--- src/rtl/pipe_pkg.sv ---
// ============================================================================
// Module      : pipe_pkg
// Description : Shared encodings for the MIPS32 pipeline front end.
// Revision    : 1.0 - initial release
// ============================================================================
`default_nettype none

package pipe_pkg;

  localparam logic [1:0] PCSRC_SEQ = 2'b00;
  localparam logic [1:0] PCSRC_BR  = 2'b01;
  localparam logic [1:0] PCSRC_JR  = 2'b10;
  localparam logic [1:0] PCSRC_J   = 2'b11;

  typedef enum logic [0:0] {
    IF_FETCH = 1'b0,
    IF_HELD  = 1'b1
  } if_state_e;

  localparam logic [31:0] RESET_PC_DEFAULT = 32'h0000_0000;

endpackage

`default_nettype wire

--- src/rtl/pipe_if_hold.sv ---
// ============================================================================
// Module      : pipe_if_hold
// Description : One-entry buffer for a fetch that returns while ID is stalled.
// Revision    : 1.0 - initial release
// ============================================================================
`default_nettype none

module pipe_if_hold (
  input  logic        clk,
  input  logic        clrn,
  input  logic        i_load,
  input  logic        i_clear,
  input  logic [31:0] i_inst,
  input  logic [31:0] i_pc4,
  output logic [31:0] o_inst,
  output logic [31:0] o_pc4,
  output logic        o_valid
);

  logic [31:0] r_inst;
  logic [31:0] r_pc4;
  logic        r_valid;

  always_ff @(posedge clk or negedge clrn) begin
    if (!clrn) begin
      r_inst  <= 32'h0;
      r_pc4   <= 32'h0;
      r_valid <= 1'b0;
    end else if (i_load) begin
      r_inst  <= i_inst;
      r_pc4   <= i_pc4;
      r_valid <= 1'b1;
    end else if (i_clear) begin
      r_valid <= 1'b0;
    end
  end

  assign o_inst  = r_inst;
  assign o_pc4   = r_pc4;
  assign o_valid = r_valid;

endmodule

`default_nettype wire

--- src/rtl/pipe_if_fetch.sv ---
// ============================================================================
// Module      : pipe_if_fetch
// Description : IF stage: PC, next-PC select, imem handshake, IF/ID register.
// Revision    : 1.0 - initial release
// ============================================================================
`default_nettype none

module pipe_if_fetch
  import pipe_pkg::*;
#(
  parameter logic [31:0] RESET_PC = RESET_PC_DEFAULT
) (
  input  logic        clk,
  input  logic        clrn,
  input  logic [1:0]  pcsrc,
  input  logic [31:0] bpc,
  input  logic [31:0] rpc,
  input  logic [31:0] jpc,
  input  logic        nostall,
  output logic        imem_req,
  output logic [31:0] imem_addr,
  input  logic        imem_ack,
  input  logic [31:0] imem_rdata,
  output logic [31:0] pc,
  output logic [31:0] dinst,
  output logic [31:0] dpc4,
  output logic        dvalid
);

  if_state_e   r_state;
  if_state_e   w_state_nxt;
  logic [31:0] r_pc;
  logic [31:0] r_dinst;
  logic [31:0] r_dpc4;
  logic        r_dvalid;
  logic        r_redir_pend;
  logic [31:0] r_redir_tgt;

  logic        w_fetching;
  logic        w_held;
  logic        w_if_fire;
  logic        w_id_take;
  logic        w_redir;
  logic [31:0] w_tgt_raw;
  logic [31:0] w_tgt;
  logic [31:0] w_pc4;
  logic        w_hold_load;
  logic        w_hold_clear;
  logic [31:0] w_hold_inst;
  logic [31:0] w_hold_pc4;
  logic        w_hold_valid;

  assign w_fetching   = (r_state == IF_FETCH);
  assign w_held       = (r_state == IF_HELD);
  assign w_if_fire    = w_fetching & imem_ack;
  assign w_id_take    = ~r_dvalid | nostall;
  assign w_redir      = r_dvalid & nostall & (pcsrc != PCSRC_SEQ);
  assign w_pc4        = r_pc + 32'd4;
  assign w_hold_load  = ~w_id_take & w_if_fire;
  assign w_hold_clear = w_id_take & w_held;

  always_comb begin
    w_tgt_raw = jpc;
    case (pcsrc)
      PCSRC_BR: w_tgt_raw = bpc;
      PCSRC_JR: w_tgt_raw = rpc;
      PCSRC_J:  w_tgt_raw = jpc;
      default:  w_tgt_raw = jpc;
    endcase
  end

  // Targets are word aligned regardless of what ID presents.
  assign w_tgt = w_tgt_raw & 32'hFFFF_FFFC;

  pipe_if_hold u_hold (
    .clk     (clk),
    .clrn    (clrn),
    .i_load  (w_hold_load),
    .i_clear (w_hold_clear),
    .i_inst  (imem_rdata),
    .i_pc4   (w_pc4),
    .o_inst  (w_hold_inst),
    .o_pc4   (w_hold_pc4),
    .o_valid (w_hold_valid)
  );

  always_ff @(posedge clk or negedge clrn) begin
    if (!clrn) r_state <= IF_FETCH;
    else       r_state <= w_state_nxt;
  end

  always_comb begin
    w_state_nxt = r_state;
    if (w_id_take && w_held)          w_state_nxt = IF_FETCH;
    else if (!w_id_take && w_if_fire) w_state_nxt = IF_HELD;
  end

  always_ff @(posedge clk or negedge clrn) begin
    if (!clrn) begin
      r_dinst  <= 32'h0;
      r_dpc4   <= 32'h0;
      r_dvalid <= 1'b0;
    end else if (w_id_take) begin
      if (w_held) begin
        r_dinst  <= w_hold_inst;
        r_dpc4   <= w_hold_pc4;
        r_dvalid <= 1'b1;
      end else if (w_if_fire) begin
        r_dinst  <= imem_rdata;
        r_dpc4   <= w_pc4;
        r_dvalid <= 1'b1;
      end else begin
        r_dvalid <= 1'b0;
      end
    end
  end

  // A redirect seen while the delay slot is still in flight is parked until
  // the slot returns, so the slot is fetched from the old PC first.
  always_ff @(posedge clk or negedge clrn) begin
    if (!clrn) begin
      r_pc         <= RESET_PC;
      r_redir_pend <= 1'b0;
      r_redir_tgt  <= 32'h0;
    end else if (w_redir && (w_held || w_if_fire)) begin
      r_pc <= w_tgt;
    end else if (w_redir) begin
      r_redir_pend <= 1'b1;
      r_redir_tgt  <= w_tgt;
    end else if (w_if_fire && r_redir_pend) begin
      r_pc         <= r_redir_tgt;
      r_redir_pend <= 1'b0;
    end else if (w_if_fire) begin
      r_pc <= w_pc4;
    end
  end

  assign imem_req  = w_fetching;
  assign imem_addr = r_pc;
  assign pc        = r_pc;
  assign dinst     = r_dinst;
  assign dpc4      = r_dpc4;
  assign dvalid    = r_dvalid;

  a_no_redir_while_pend : assert property (
    @(posedge clk) disable iff (!clrn) !(w_redir && r_redir_pend));

  a_hold_matches_state : assert property (
    @(posedge clk) disable iff (!clrn) (w_held == w_hold_valid));

endmodule

`default_nettype wire

--- config.mk ---
export PLATFORM = sky130hd
export DESIGN_NAME = pipe_if_fetch
export DESIGN_NICKNAME = d
export VERILOG_FILES = /design/src/rtl/pipe_pkg.sv /design/src/rtl/pipe_if_hold.sv /design/src/rtl/pipe_if_fetch.sv
export SDC_FILE = /design/constraint.sdc
export NUM_CORES = 1
export LEC_CHECK = 0
export CORE_ASPECT_RATIO = 0.5
export CORE_MARGIN = 8
export CORE_UTILIZATION = 49
export DETAILED_ROUTE_END_ITERATION = 7
export PLACE_DENSITY = 0.81
export SYNTH_ARGS = -nofsm -noshare
export SYNTH_HDL_FRONTEND = slang
export SYNTH_SLANG_ARGS = --single-unit
--- constraint.sdc ---
create_clock -name clk -period 2.8 [get_ports clk]
set_clock_uncertainty 0.05 [all_clocks]
set_input_delay 0.28 -clock clk [delete_from_list [all_inputs] [get_ports clk]]
set_output_delay 0.28 -clock clk [all_outputs]
set_load 0.01 [all_outputs]
==> results.json <==
{
  "syn_area_um2": 9720,
  "synth_cell_type_count": 64,
  "finalCritPeriodShare": 0.917,
  "clockBufferDepth": 2,
  "outcome": "finished clean",
  "p_sw_mw": 3.66,
  "stdcell_count": 1592,
  "first_pass_iters": 5,
  "die_area_um2": 24900,
  "leakage_nw": 5.69,
  "start_kind": "flip-flop",
  "synthArstFlopShare": 1.00,
  "antennaDiodeCount": 0,
  "p_int_mw": 6.49,
  "slew_violations": 0,
  "port_buffers": 251,
  "p_seq_frac": 0.405,
  "hpwl_mm": 23.0,
  "fin_setup_tns_ns": 0,
  "post_cts_resized": 0,
  "row_count": 36,
  "place_congestion": 0.924,
  "ys.flop_type": "dfrtp_1",
  "crit_arrival_ns": 2.87,
  "ant_nets": 0,
  "drive_above_1_share": 0.0814,
  "max_freq_mhz": 389,
  "cp.required_ns": 3.10,
  "die_x_um": 215,
  "synth.avg_cell_area_um2": 8.84,
  "p_per_area_nw_per_um2": 775,
  "core_area_um2": 19500,
  "area_delta_synth_final_pct": 34.8,
  "clk_pin_slew_ns": 0.08,
  "clock_tree.root_cell": "clkbuf_16",
  "end_kind": "flip-flop",
  "start_util": 0.500,
  "io-pin-count": 264,
  "final_util": 0.673,
  "synthCells": 1100,
  "via_count": 8968,
  "multi_input_area_um2": 4460,
  "cap_violations": 0,
  "track_usage": 0.246,
  "drc": 0,
  "layout_commonest_cell": "nand2_1",
  "worst-path-max-fanout": 14,
  "r2r-start": "imem_addr[12]",
  "p_clk_frac": 0.240,
  "antenna_found_initial": 0,
  "grt_overflow": 0,
  "switching_share": 0.360,
  "cts_sinks": 187,
  "power_frac_comb": 0.355,
  "ir_worst_vdd_mv": 0.394,
  "tightestPinTransition_ns": 0.897,
  "placed_cells": 1559,
  "mostFrequentLayoutCells": "nand2_1 (271), clkdlybuf4s50_1 (250), dfrtp_1 (186)",
  "post-cts-setup-buffers": 0,
  "grt_pass1_vias": 8938,
  "path_class": "flip-flop to flip-flop",
  "die_h_um": 116,
  "nFillCells": 1555,
  "hold_viol_final": 0,
  "regArea_um2": 4680,
  "dr.first_iter.drc_count": 947,
  "startpoint": "imem_addr[12]",
  "grt_max_degree": 79,
  "slew-limit-headroom": 0.402,
  "wl_mm": 31.1,
  "viasPerCell": 5.63,
  "cts_tree": "built",
  "min_period_ns": 2.57,
  "numCtsBuffers": 17,
  "clock_latency_ns": 0.43,
  "hold_path.class": "input port to asynchronous set/reset pin",
  "grt_pass1_wl_mm": 49.3,
  "h-tree-depth": 4,
  "grt_setup_unrepaired": "no",
  "setup_viol": 0,
  "yosys_warnings": 0,
  "yosysSeqAreaShare": 0.481,
  "finalNetCount": 1451,
  "ys_seq_elements": 187,
  "synth_edf_count": 0,
  "hold_buffers": 1,
  "routedWlPerCell_um": 19.5
}
critical path, stage by stage (launching register included):
cell and delay, ns:
dfrtp_1 0.47, nand3_2 0.17, or4_1 0.83, nor4_1 0.55, buf_4 0.21, nor3_1 0.04
o21ai_0 0.18
area by class of cell:
| cell class | count | share of cell area |
|---|---|---|
| Multi-Input combinational cell | 791 | 0.340 |
| Tap cell | 266 | 0.0254 |
| Clock inverter | 15 | 0.0127 |
| Clock buffer | 17 | 0.0325 |
| Inverter | 9 | 0.00258 |
| Timing Repair Buffer | 307 | 0.229 |
| Sequential cell | 187 | 0.357 |
registers in the layout (all words and copies together) (netlist names):
name and flops:
r_redir_pend 1, r_state 1, r_redir_tgt 30, u_hold.o_inst 32, dpc4 30, dinst 32, imem_addr 30, dvalid 1
u_hold.o_pc4 30
final timing paths:
path	endpoint	slack, ns	depth (start not counted)
max	dpc4[22]	0.23	6
min	r_redir_tgt[20]	0.34	2
max reg2reg	dpc4[22]	0.23	6
min reg2reg	r_redir_tgt[12]	0.42	2
max in group asynchronous	u_hold.o_inst[9]	1.57	3
min in group clk	u_hold.o_inst[29]	0.35	3
kinds of logic after synthesis:
| kind of cell | Yosys count | share of synthesized area |
|---|---|---|
| fa+ha+maj | 4 | 0.00515 |
| other cells | 1 | 0.000386 |
| mux | 57 | 0.0591 |
| flops | 187 | 0.481 |
| compound gates | 261 | 0.169 |
| buf+inv | 127 | 0.0644 |
| xor+xnor | 22 | 0.0198 |
| simple gates | 441 | 0.201 |
synthesized netlist by cell type (3+ instances only):
master	number	area share
buf_1	11	0.0042
and4_1	4	0.0036
a221oi_1	11	0.0099
o31a_1	6	0.0054
nand2_1	272	0.11
a22oi_1	25	0.019
nand2b_1	7	0.0045
buf_2	5	0.0026
o21ai_1	6	0.0031
a21oi_1	18	0.0093
xnor2_1	14	0.013
nor3_1	25	0.013
or2_2	3	0.0019
or4_1	3	0.0023
ha_1	4	0.0051
o211ai_1	14	0.011
and2_1	3	0.0019
nor2_1	46	0.018
clkbuf_1	65	0.025
mux2i_1	54	0.056
inv_1	9	0.0035
o22a_1	4	0.0036
buf_4	36	0.028
nor4_1	10	0.0064
and3_1	13	0.0084
or3_1	3	0.0019
xor2_1	8	0.0072
a21o_1	4	0.0031
nand4_1	10	0.0064
dfrtp_1	187	0.48
a22o_1	9	0.0081
o21ai_0	129	0.066
nand3_1	29	0.015
o2bb2ai_1	3	0.0027
mux2_2	3	0.0035
a31oi_1	7	0.0045
through the flow:
| step | worst slack, ns | hold slack (ns) | instance area (um^2) | power [mW] |
|---|---|---|---|---|
| CTS | 0.310 | 0.337 | 13100 | 10.2 |
| detailed placement | 0.271 | 0.276 | 12500 | 7.75 |
| finish | 0.232 | 0.339 | 13100 | 10.1 |
| global placement | 0.317 | 0.269 | 12500 | 7.61 |
| floorplan | 0.640 | -0.0656 | 9740 | 5.84 |
| global route | 0.0683 | 0.355 | 13100 | 10.7 |
power groups by stage:
stage	Sequential (mW)	Combinational, mW	Clock [mW]
after floorplan	4.13	1.71	0
after global placement	4.10	3.51	0
after detailed placement	4.15	3.60	0
after CTS	4.10	3.62	2.47
after global routing	4.21	3.91	2.58
final	4.11	3.61	2.43
routing by layer:
| metal | wire (um) | part of all wire | up-vias | GRT usage |
|---|---|---|---|---|
| met5 | 0 | 0 | - | 0 |
| met3 | 2730 | 0.088 | 30 | 0.0607 |
| met4 | 364 | 0.012 | 0 | 0.0578 |
| met2 | 14200 | 0.46 | 385 | 0.388 |
| li1 | - | - | 4237 | - |
| met1 | 13800 | 0.45 | 4316 | 0.341 |
No activity file was read; power rests on OpenSTA's default activity.
